`src/rtl/mc_controller_pkg.sv`:
```
// Shared encodings for the multicycle control unit, immediate extender and ALU.
// Latency: none (constants, types and a pure helper function).
// Backpressure: not applicable.
package mc_controller_pkg;

  typedef enum logic [3:0] {
    S_FETCH    = 4'd0,
    S_DECODE   = 4'd1,
    S_MEMADR   = 4'd2,
    S_MEMREAD  = 4'd3,
    S_MEMWB    = 4'd4,
    S_MEMWRITE = 4'd5,
    S_EXECUTER = 4'd6,
    S_EXECUTEI = 4'd7,
    S_ALUWB    = 4'd8,
    S_BRANCH   = 4'd9,
    S_JAL      = 4'd10,
    S_LUI      = 4'd11,
    S_ILLEGAL  = 4'd12
  } state_e;

  localparam logic [6:0] OP_LOAD   = 7'b0000011;
  localparam logic [6:0] OP_STORE  = 7'b0100011;
  localparam logic [6:0] OP_RTYPE  = 7'b0110011;
  localparam logic [6:0] OP_ITYPE  = 7'b0010011;
  localparam logic [6:0] OP_BRANCH = 7'b1100011;
  localparam logic [6:0] OP_JAL    = 7'b1101111;
  localparam logic [6:0] OP_LUI    = 7'b0110111;

  localparam logic [2:0] IMM_I = 3'b000;
  localparam logic [2:0] IMM_S = 3'b001;
  localparam logic [2:0] IMM_B = 3'b010;
  localparam logic [2:0] IMM_J = 3'b011;
  localparam logic [2:0] IMM_U = 3'b100;

  localparam logic [2:0] ALU_ADD = 3'b000;
  localparam logic [2:0] ALU_SUB = 3'b001;
  localparam logic [2:0] ALU_AND = 3'b010;
  localparam logic [2:0] ALU_OR  = 3'b011;
  localparam logic [2:0] ALU_SLT = 3'b101;

  localparam logic [1:0] ALUOP_ADD   = 2'b00;
  localparam logic [1:0] ALUOP_SUB   = 2'b01;
  localparam logic [1:0] ALUOP_FUNCT = 2'b10;

  localparam logic [2:0] F3_ADD = 3'b000;
  localparam logic [2:0] F3_SLT = 3'b010;
  localparam logic [2:0] F3_OR  = 3'b110;
  localparam logic [2:0] F3_AND = 3'b111;

  localparam logic [1:0] RES_ALUOUT = 2'b00;
  localparam logic [1:0] RES_MEM    = 2'b01;
  localparam logic [1:0] RES_ALURES = 2'b10;
  localparam logic [1:0] RES_IMM    = 2'b11;

  localparam logic [1:0] SRCA_PC    = 2'b00;
  localparam logic [1:0] SRCA_OLDPC = 2'b01;
  localparam logic [1:0] SRCA_RS1   = 2'b10;

  localparam logic [1:0] SRCB_RS2 = 2'b00;
  localparam logic [1:0] SRCB_IMM = 2'b01;
  localparam logic [1:0] SRCB_4   = 2'b10;

  // Immediate format for an opcode; unknown opcodes fall back to the I format.
  function automatic logic [2:0] imm_sel(input logic [6:0] op);
    case (op)
      OP_STORE:  return IMM_S;
      OP_BRANCH: return IMM_B;
      OP_JAL:    return IMM_J;
      OP_LUI:    return IMM_U;
      default:   return IMM_I;
    endcase
  endfunction

endpackage

```
`src/rtl/mc_controller_alu_decoder.sv`:
```
// ALU operation decode from the FSM's aluop class and the instruction funct fields.
// Latency: purely combinational.
// Backpressure: not applicable.
module alu_decoder
  import mc_controller_pkg::*;
(
  input  logic [1:0] aluop_i,
  input  logic [2:0] funct3_i,
  input  logic       funct7b5_i,
  input  logic       op5_i,
  output logic [2:0] alucontrol_o,
  output logic       bad_funct_o
);

  // Fixed add/sub for address and compare phases; funct-decoded for execute phases.
  always_comb begin
    alucontrol_o = ALU_ADD;
    bad_funct_o  = 1'b0;
    case (aluop_i)
      ALUOP_SUB: alucontrol_o = ALU_SUB;
      ALUOP_FUNCT: begin
        case (funct3_i)
          // Only R-type (op[5]=1) can subtract; addi ignores instr[30].
          F3_ADD:  alucontrol_o = (funct7b5_i & op5_i) ? ALU_SUB : ALU_ADD;
          F3_SLT:  alucontrol_o = ALU_SLT;
          F3_OR:   alucontrol_o = ALU_OR;
          F3_AND:  alucontrol_o = ALU_AND;
          default: bad_funct_o  = 1'b1;
        endcase
      end
      default: alucontrol_o = ALU_ADD;
    endcase
  end

endmodule

```
`src/rtl/mc_controller.sv`:
```
// Multicycle RISC-V control FSM: datapath selects, write enables, immsrc, alucontrol.
// Latency: Moore outputs from the state register; one instruction phase per cycle.
// Backpressure: none; the FSM advances every cycle.
module mc_controller
  import mc_controller_pkg::*;
(
  input  logic       clk,
  input  logic       reset,
  input  logic [6:0] op,
  input  logic [2:0] funct3,
  input  logic       funct7b5,
  input  logic       zero,
  output logic       pcwrite,
  output logic       adrsrc,
  output logic       memwrite,
  output logic       irwrite,
  output logic       regwrite,
  output logic [1:0] resultsrc,
  output logic [1:0] alusrca,
  output logic [1:0] alusrcb,
  output logic [2:0] immsrc,
  output logic [2:0] alucontrol,
  output logic       illegal
);

  state_e     state_q, state_d;
  state_e     out_state;
  logic [1:0] aluop;
  logic       ill_state;
  logic       bad_funct;

  // While reset is held, outputs look like FETCH even before the state register settles.
  assign out_state = reset ? S_FETCH : state_q;
  assign immsrc    = imm_sel(op);

  alu_decoder u_alu_decoder (
    .aluop_i      (aluop),
    .funct3_i     (funct3),
    .funct7b5_i   (funct7b5),
    .op5_i        (op[5]),
    .alucontrol_o (alucontrol),
    .bad_funct_o  (bad_funct)
  );

  // State register; reset aborts any instruction in flight.
  always_ff @(posedge clk) begin
    if (reset) state_q <= S_FETCH;
    else       state_q <= state_d;
  end

  // Next-state and per-phase outputs; write enables are squashed while reset is high.
  always_comb begin
    pcwrite   = 1'b0;
    adrsrc    = 1'b0;
    memwrite  = 1'b0;
    irwrite   = 1'b0;
    regwrite  = 1'b0;
    resultsrc = RES_ALUOUT;
    alusrca   = SRCA_PC;
    alusrcb   = SRCB_RS2;
    aluop     = ALUOP_ADD;
    ill_state = 1'b0;
    state_d   = S_FETCH;
    case (out_state)
      S_FETCH: begin
        irwrite   = 1'b1;
        alusrcb   = SRCB_4;
        resultsrc = RES_ALURES;
        pcwrite   = 1'b1;
        state_d   = S_DECODE;
      end
      S_DECODE: begin
        // Branch target is precomputed here into the ALU output register.
        alusrca = SRCA_OLDPC;
        alusrcb = SRCB_IMM;
        case (op)
          OP_LOAD, OP_STORE: state_d = S_MEMADR;
          OP_RTYPE:          state_d = S_EXECUTER;
          OP_ITYPE:          state_d = S_EXECUTEI;
          OP_BRANCH:         state_d = S_BRANCH;
          OP_JAL:            state_d = S_JAL;
          OP_LUI:            state_d = S_LUI;
          default:           state_d = S_ILLEGAL;
        endcase
      end
      S_MEMADR: begin
        alusrca = SRCA_RS1;
        alusrcb = SRCB_IMM;
        state_d = op[5] ? S_MEMWRITE : S_MEMREAD;
      end
      S_MEMREAD: begin
        adrsrc  = 1'b1;
        state_d = S_MEMWB;
      end
      S_MEMWB: begin
        resultsrc = RES_MEM;
        regwrite  = 1'b1;
        state_d   = S_FETCH;
      end
      S_MEMWRITE: begin
        adrsrc   = 1'b1;
        memwrite = 1'b1;
        state_d  = S_FETCH;
      end
      S_EXECUTER: begin
        alusrca = SRCA_RS1;
        aluop   = ALUOP_FUNCT;
        state_d = S_ALUWB;
      end
      S_EXECUTEI: begin
        alusrca = SRCA_RS1;
        alusrcb = SRCB_IMM;
        aluop   = ALUOP_FUNCT;
        state_d = S_ALUWB;
      end
      S_ALUWB: begin
        regwrite = 1'b1;
        state_d  = S_FETCH;
      end
      S_BRANCH: begin
        // funct3[0] distinguishes bne from beq, inverting the zero test.
        alusrca = SRCA_RS1;
        aluop   = ALUOP_SUB;
        pcwrite = zero ^ funct3[0];
        state_d = S_FETCH;
      end
      S_JAL: begin
        alusrca = SRCA_OLDPC;
        alusrcb = SRCB_4;
        pcwrite = 1'b1;
        state_d = S_ALUWB;
      end
      S_LUI: begin
        resultsrc = RES_IMM;
        regwrite  = 1'b1;
        state_d   = S_FETCH;
      end
      S_ILLEGAL: begin
        ill_state = 1'b1;
        state_d   = S_FETCH;
      end
      default: state_d = S_FETCH;
    endcase
    illegal = ill_state | bad_funct;
    if (reset) begin
      pcwrite  = 1'b0;
      irwrite  = 1'b0;
      regwrite = 1'b0;
      memwrite = 1'b0;
      illegal  = 1'b0;
    end
  end

endmodule
```
`config.mk`:
```
export PLATFORM = sky130hd
export DESIGN_NAME = mc_controller
export DESIGN_NICKNAME = d
export VERILOG_FILES = /design/src/rtl/mc_controller_pkg.sv /design/src/rtl/mc_controller_alu_decoder.sv /design/src/rtl/mc_controller.sv
export SDC_FILE = /design/constraint.sdc
export NUM_CORES = 1
export LEC_CHECK = 0
export ABC_AREA = 1
export CAP_MARGIN = 5
export CORE_UTILIZATION = 33
export CTS_CLUSTER_DIAMETER = 80
export DETAILED_ROUTE_END_ITERATION = 8
export PLACE_DENSITY = 0.76
export SKIP_CTS_REPAIR_TIMING = 1
export SYNTH_ARGS = -nofsm -noshare
export SYNTH_HDL_FRONTEND = slang
export SYNTH_HIERARCHICAL = 1
export SYNTH_SLANG_ARGS = --single-unit
```
`constraint.sdc`:
```
create_clock -name clk -period 1.65 [get_ports clk]
set_input_delay 0.2475 -clock clk [delete_from_list [all_inputs] [get_ports clk]]
set_output_delay 0.2475 -clock clk [all_outputs]
set_load 0.1 [all_outputs]
```
==> impl_metrics.ini, run 1 <==
[status]
status = did not finish
haltStage = global routing (5_1_grt)
tool.error = [ERROR DPL-0038] Utilization greater than 100%, impossible to legalize

[place]
dp.final_hpwl_mm = 2.425
portBuffers = 31
place_inst = 187
gp_congestion = 0.8592

[clock_network]
numCtsBuffers = 3
root_buffer = clkbuf_4
cts_max_level = 1
clockBufferDepth = 2
cts_sinks = 4

[logic_synthesis]
synth.yosys.seq_area_share_pct = 14.29
synth_cell_types = 22
synthArstFlopShare_pct = 0
yosysTopAreaCell = nand2_1
ys.flop_type = dfxtp_1
yosysWarnings = 6
synth_cells = 109
synth.area.top_cells = nand2_1, nor2_1, dfxtp_1
synth-edff-count = 0
yosys-top-cells-count = nand2_1, nor2_1, inv_1
yosys_register_bits = 4
yosysMostFrequentCell = nand2_1
syn-cell-area_um2 = 560.5
synth_top_area_share_pct = 21.43
avgSynthCellArea_um2 = 5.143
syn_nets = 125

[floorplanning]
die_w_um = 43.22
rows = 14
ios = 32
die_h_um = 43.22
initial_core_util_pct = 36.36

[timing]
worst_endpoint = illegal
worst-ep-kind = primary output

[grt]
grt_max_degree = 6
[logic make-up after synthesis]
group	share of synthesized area, %
DFF	14.29
AOI/OAI and AO/OA	10.04
adders and majority gates	4.464
and+or+nand+nor	58.26
buffers and inverters	12.95
[per-stage QoR]
step / cell area, um^2 / setup slack [ns] / utilization, %
after floorplan: 679.4 / -0.6489 / -
after detailed placement: 1423 / -0.8245 / 92.29
after CTS: 1445 / -0.8897 / 93.75
after global placement: 1423 / -0.6745 / 92.29
==> run 2, diff against run 1 <==
--- a/config.mk
+++ b/config.mk
@@ -7,10 +7,10 @@
 export LEC_CHECK = 0
 export ABC_AREA = 1
 export CAP_MARGIN = 5
-export CORE_UTILIZATION = 33
-export CTS_CLUSTER_DIAMETER = 80
+export CORE_AREA = 2 2 63 65
 export DETAILED_ROUTE_END_ITERATION = 8
-export PLACE_DENSITY = 0.76
+export DIE_AREA = 0 0 65 67
+export PLACE_DENSITY_LB_ADDON = 0.15
 export SKIP_CTS_REPAIR_TIMING = 1
 export SYNTH_ARGS = -nofsm -noshare
 export SYNTH_HDL_FRONTEND = slang
==> constraint.sdc (replaced) <==
create_clock -name clk -period 2.15 [get_ports clk]
set_input_delay 0.3225 -clock clk [delete_from_list [all_inputs] [get_ports clk]]
set_output_delay 0.3225 -clock clk [all_outputs]
set_load 0.1 [all_outputs]
==> impl_metrics.ini, run 2 <==
[timing]
setup_tns_ns = 0
setup_ws_ns = 0.07613
rsz0062_at_grt = false
fmaxAchievable_mhz = 482.2
slew_violations = 0
finalCritPeriodShare_pct = 96.46
fin_skew_ns = 0.0001423
finalSetupViolCount = 0
hold_viol_final = 0
period_minus_slack_ns = 2.074
worst_pin_slew_ns = 0.3261
whs_ns = 0.5160
slew_headroom_pct = 78.16

[grt]
grt_max_degree = 7
grt_usage_pct = 10.10
grt_antenna_before_repair = 0
grt_pass1_wl_mm = 3.429
grt_overflow = 0
grt_pass1_vias = 821

[logic_synthesis]
synth-edff-count = 0
synthArstFlopShare_pct = 0
synth.yosys.seq_area_share_pct = 14.29
yosys_register_bits = 4
synth_cell_types = 22
yosysWarnings = 6
syn-cell-area_um2 = 560.5
synth_cells = 109
avgSynthCellArea_um2 = 5.143
synth_top_area_share_pct = 21.43
yosysTopAreaCell = nand2_1
syn_nets = 125
synth.area.top_cells = nand2_1, nor2_1, dfxtp_1
ys.flop_type = dfxtp_1
yosys-top-cells-count = nand2_1, nor2_1, inv_1
yosysMostFrequentCell = nand2_1

[cells_and_area]
nets = 184
syn_to_final_growth_pct = 165.4
layout_common_cells = nand2_1, buf_4, buf_12
reg_top3 = state_q: 4 flops
final_common_cell = nand2_1
regMostFlops = state_q
design_area_um2 = 1488
antenna_cells = 0
fin_cells = 214
largest_register_ffs = 4
drive_gt1_share_pct = 50.00
utilization_pct = 41.26

[floorplanning]
dieArea_um2 = 4355
initial_core_util_pct = 15.54
die_h_um = 67
rows = 22
die_w_um = 65
ios = 32
fp.coreArea_um2 = 3606

[worst_setup_path]
cpMostUsedCell = nor2_4
critPathKind = in2out
worstPathCellList = dlymetal6s2s_1 > buf_6 > inv_16 > nand2_4 > nor2_4 > inv_2 > nor2_4 > ha_4 > buf_6 > nand3_2 > nand2_2 > nor2_4 > nor2_4 > buf_12
crit_path_end_kind = primary output
slowest_stage = buf_12
cp-startpoint = reset
crit_family = buffers and inverters
r2r-start = state_q[3]$_SDFF_PP0_
cpPeakStageDelay_ns = 0.18
cp.arrival_ns = 1.75
cp.required_ns = 1.83
critPathBufInv = 6
crit_path_start_kind = input pin
path_max_fanout = 3

[status]
status = finished clean

[place]
place_area_um2 = 1364
dpl_worst_slack_ns = -0.3547
dp.final_hpwl_mm = 1.763
portBuffers = 31
place_inst = 210
gp_congestion = 0.8278

[routing]
first_pass_iters = 4
post_drt_wl_per_cell_um = 9.500
via_count = 855
drtAntennaViolNets = 0
drc_errors = 0
postRouteWirelength_mm = 2.033
drt_iter0_drc = 29
viasPerCell = 3.995

[clock_network]
clock_latency_ns = 0.22
path_clk_slew_ns = 0.03
root_buffer = clkbuf_8
cts_tree = built
numCtsBuffers = 3
cts_sinks = 4
clockBufferDepth = 2
cts_max_level = 1

[pwr]
power.density_nw_per_um2 = 386.3
vdd_ir_drop_max_uv = 131.1
finalPower_mw = 0.5747
p_leak_nw = 0.6932

[run]
cap_violations = 0

[min_path]
hp-start = state_q[0]$_SDFF_PP0_
hold_path.class = reg2reg
[run 2: cell counts after synthesis]
No cell type changed its count.
[run 2: final timing paths]
| kind | endpoint | slack (ns) | cells after the start |
|---|---|---|---|
| setup / recovery | alucontrol[0] | 0.08 | 14 |
| hold / removal | state_q[2]$_SDFF_PP0_ | 0.52 | 2 |
| setup reg to reg | state_q[1]$_SDFF_PP0_ | 0.78 | 10 |
| hold reg to reg | state_q[2]$_SDFF_PP0_ | 0.52 | 2 |
[run 2: area by class of cell]
class / count / area, um^2
flip-flops and latches: 4 / 83.83
multi-input cells: 86 / 536.8
inverters: 19 / 88.84
fillers: 364 / 2118
well taps: 48 / 60.06
repair buffers: 54 / 676.9
clock buffers: 3 / 41.29
[run 2: tightest hold or removal path, stage by stage (launching register included)]
cell and delay [ns]:
dfxtp_2 0.34, o211ai_1 0.08, nand2_1 0.06
[run 2: cell families after synthesis]
family / after synthesis / synth area share (%)
adder cells (fa/ha/maj): 2 / 4.464
flip-flops: 4 / 14.29
AND/OR/NAND/NOR: 75 / 58.26
AO/OA/AOI/OAI: 9 / 10.04
buffers and inverters: 19 / 12.95
[run 2: power breakdown]
| group | switching [mW] | total [mW] | internal [mW] |
|---|---|---|---|
| registers | 0.00711 | 0.0884 | 0.0813 |
| logic | 0.197 | 0.330 | 0.133 |
| clock network | 0.0375 | 0.157 | 0.119 |
[run 2: metal layers]
| layer | track usage [%] | vias up | routed length [um] |
|---|---|---|---|
| met5 | 0 | - | 0 |
| met4 | 3.989 | 0 | 0 |
| met3 | 2.196 | 0 | 60 |
| met2 | 17.78 | 18 | 1095 |
| met1 | 11.85 | 383 | 877 |
| li1 | - | 454 | - |
(Power assumes the default switching activity.)
==> run 3, diff against run 2 <==
--- a/config.mk
+++ b/config.mk
@@ -11,6 +11,7 @@
 export DETAILED_ROUTE_END_ITERATION = 8
 export DIE_AREA = 0 0 65 67
 export PLACE_DENSITY_LB_ADDON = 0.15
+export SETUP_SLACK_MARGIN = 0.1
 export SKIP_CTS_REPAIR_TIMING = 1
 export SYNTH_ARGS = -nofsm -noshare
 export SYNTH_HDL_FRONTEND = slang
==> impl_metrics.ini, run 3 (synthesis results as in run 2) <==
[cells_and_area]
drive_gt1_share_pct = 52.07
reg_top3 = state_q: 4 flops
design_area_um2 = 1540
layout_common_cells = nand2_1, buf_4, buf_12
syn_to_final_growth_pct = 174.8
nets = 187
final_common_cell = nand2_1
antenna_cells = 0
largest_register_ffs = 4
regMostFlops = state_q
fin_cells = 217

[worst_setup_path]
crit_path_end_kind = primary output
cp.arrival_ns = 1.74
r2r-start = state_q[3]$_SDFF_PP0_
cp.required_ns = 1.83
cpPeakStageDelay_ns = 0.22
path_max_fanout = 4
worstPathCellList = buf_6 > buf_8 > inv_16 > nand2_8 > nor2_4 > inv_2 > nor2_4 > inv_2 > ha_4 > and3_2 > a21oi_4 > nor2_4 > buf_12
crit_path_start_kind = input pin
cpMostUsedCell = nor2_4
critPathKind = in2out
slowest_stage = and3_2
cp-startpoint = reset

[timing]
period_minus_slack_ns = 2.060
fin_skew_ns = 0.001742
fmaxAchievable_mhz = 485.4
slew_headroom_pct = 80.31
worst_pin_slew_ns = 0.2940
finalSetupViolCount = 0
hold_viol_final = 0
finalCritPeriodShare_pct = 95.81
rsz0062_at_grt = true
whs_ns = 0.5256
slew_violations = 0

[clock_network]
clock_latency_ns = 0.22
cts_sinks = 4
cts_tree = built
clockBufferDepth = 2
cts_max_level = 1
path_clk_slew_ns = 0.03
root_buffer = clkbuf_8
numCtsBuffers = 3

[routing]
drtAntennaViolNets = 0
via_count = 856
postRouteWirelength_mm = 2.077
drc_errors = 0
post_drt_wl_per_cell_um = 9.571
first_pass_iters = 6
viasPerCell = 3.945
drt_iter0_drc = 7

[pwr]
power.density_nw_per_um2 = 379.1
p_leak_nw = 0.7031
vdd_ir_drop_max_uv = 123.7

[grt]
grt_pass1_wl_mm = 3.312
grt_usage_pct = 9.648
grt_overflow = 0
grt_antenna_before_repair = 0
grt_pass1_vias = 809
grt_max_degree = 7

[place]
gp_congestion = 0.7173
place_area_um2 = 1374
dp.final_hpwl_mm = 1.731
portBuffers = 31
place_inst = 210

[status]
status = finished clean

[min_path]
hold_path.class = in2reg
hp-start = reset

[run]
cap_violations = 0

[floorplanning]
initial_core_util_pct = 15.54
die_w_um = 65
ios = 32
die_h_um = 67
rows = 22
fp.coreArea_um2 = 3606
dieArea_um2 = 4355
## run 3: worst paths after layout
check                                             end  slack [ns]  cells past startpoint
worst max-delay path                          illegal        0.09                     13
worst min-delay path            state_q[0]$_SDFF_PP0_        0.53                      5
worst max register to register  state_q[1]$_SDFF_PP0_        0.89                      9
worst min register to register  state_q[2]$_SDFF_PP0_        0.53                      2
## run 3: metrics by stage
stage	TNS, ns	utilization, %	setup slack (ns)	total power [mW]
floorplan	-0.9003	-	-0.3541	0.2638
global placement	-1.544	38.10	-0.3327	0.4119
detailed placement	-1.506	38.10	-0.3482	0.4118
CTS	-1.709	39.24	-0.3635	0.5744
global route	0	42.71	0.009984	0.6109
finish	0	42.71	0.09005	0.5839
## run 3: worst max-delay path: cells and delay by family
family,cells,cell delay [ns]
AO/OA/AOI/OAI,1,0.14
adder cells (fa/ha/maj),1,0.16
buffers and inverters,6,0.55
AND/OR/NAND/NOR,5,0.57
## run 3: cell type report
class | instances | area, um^2
clock buffers | 3 | 41.29
fillers | 371 | 2066
inverters | 19 | 88.84
multi-input cells | 86 | 563.0
flip-flops and latches | 4 | 88.84
well taps | 48 | 60.06
repair buffers | 57 | 698.2
## run 3: routing by layer
metal | GRT usage (%) | vias up | wire [um]
li1 | - | 460 | -
met1 | 11.68 | 378 | 848
met2 | 17.14 | 16 | 1132
met3 | 1.689 | 2 | 82
met4 | 3.191 | 0 | 13
met5 | 0 | - | 0
## run 3: report_power, final
part           switching, mW  total, mW  internal, mW
clock                 0.0368      0.156         0.119
combinational          0.200      0.339         0.138
sequential           0.00880     0.0892        0.0804
total                  0.246      0.584         0.338
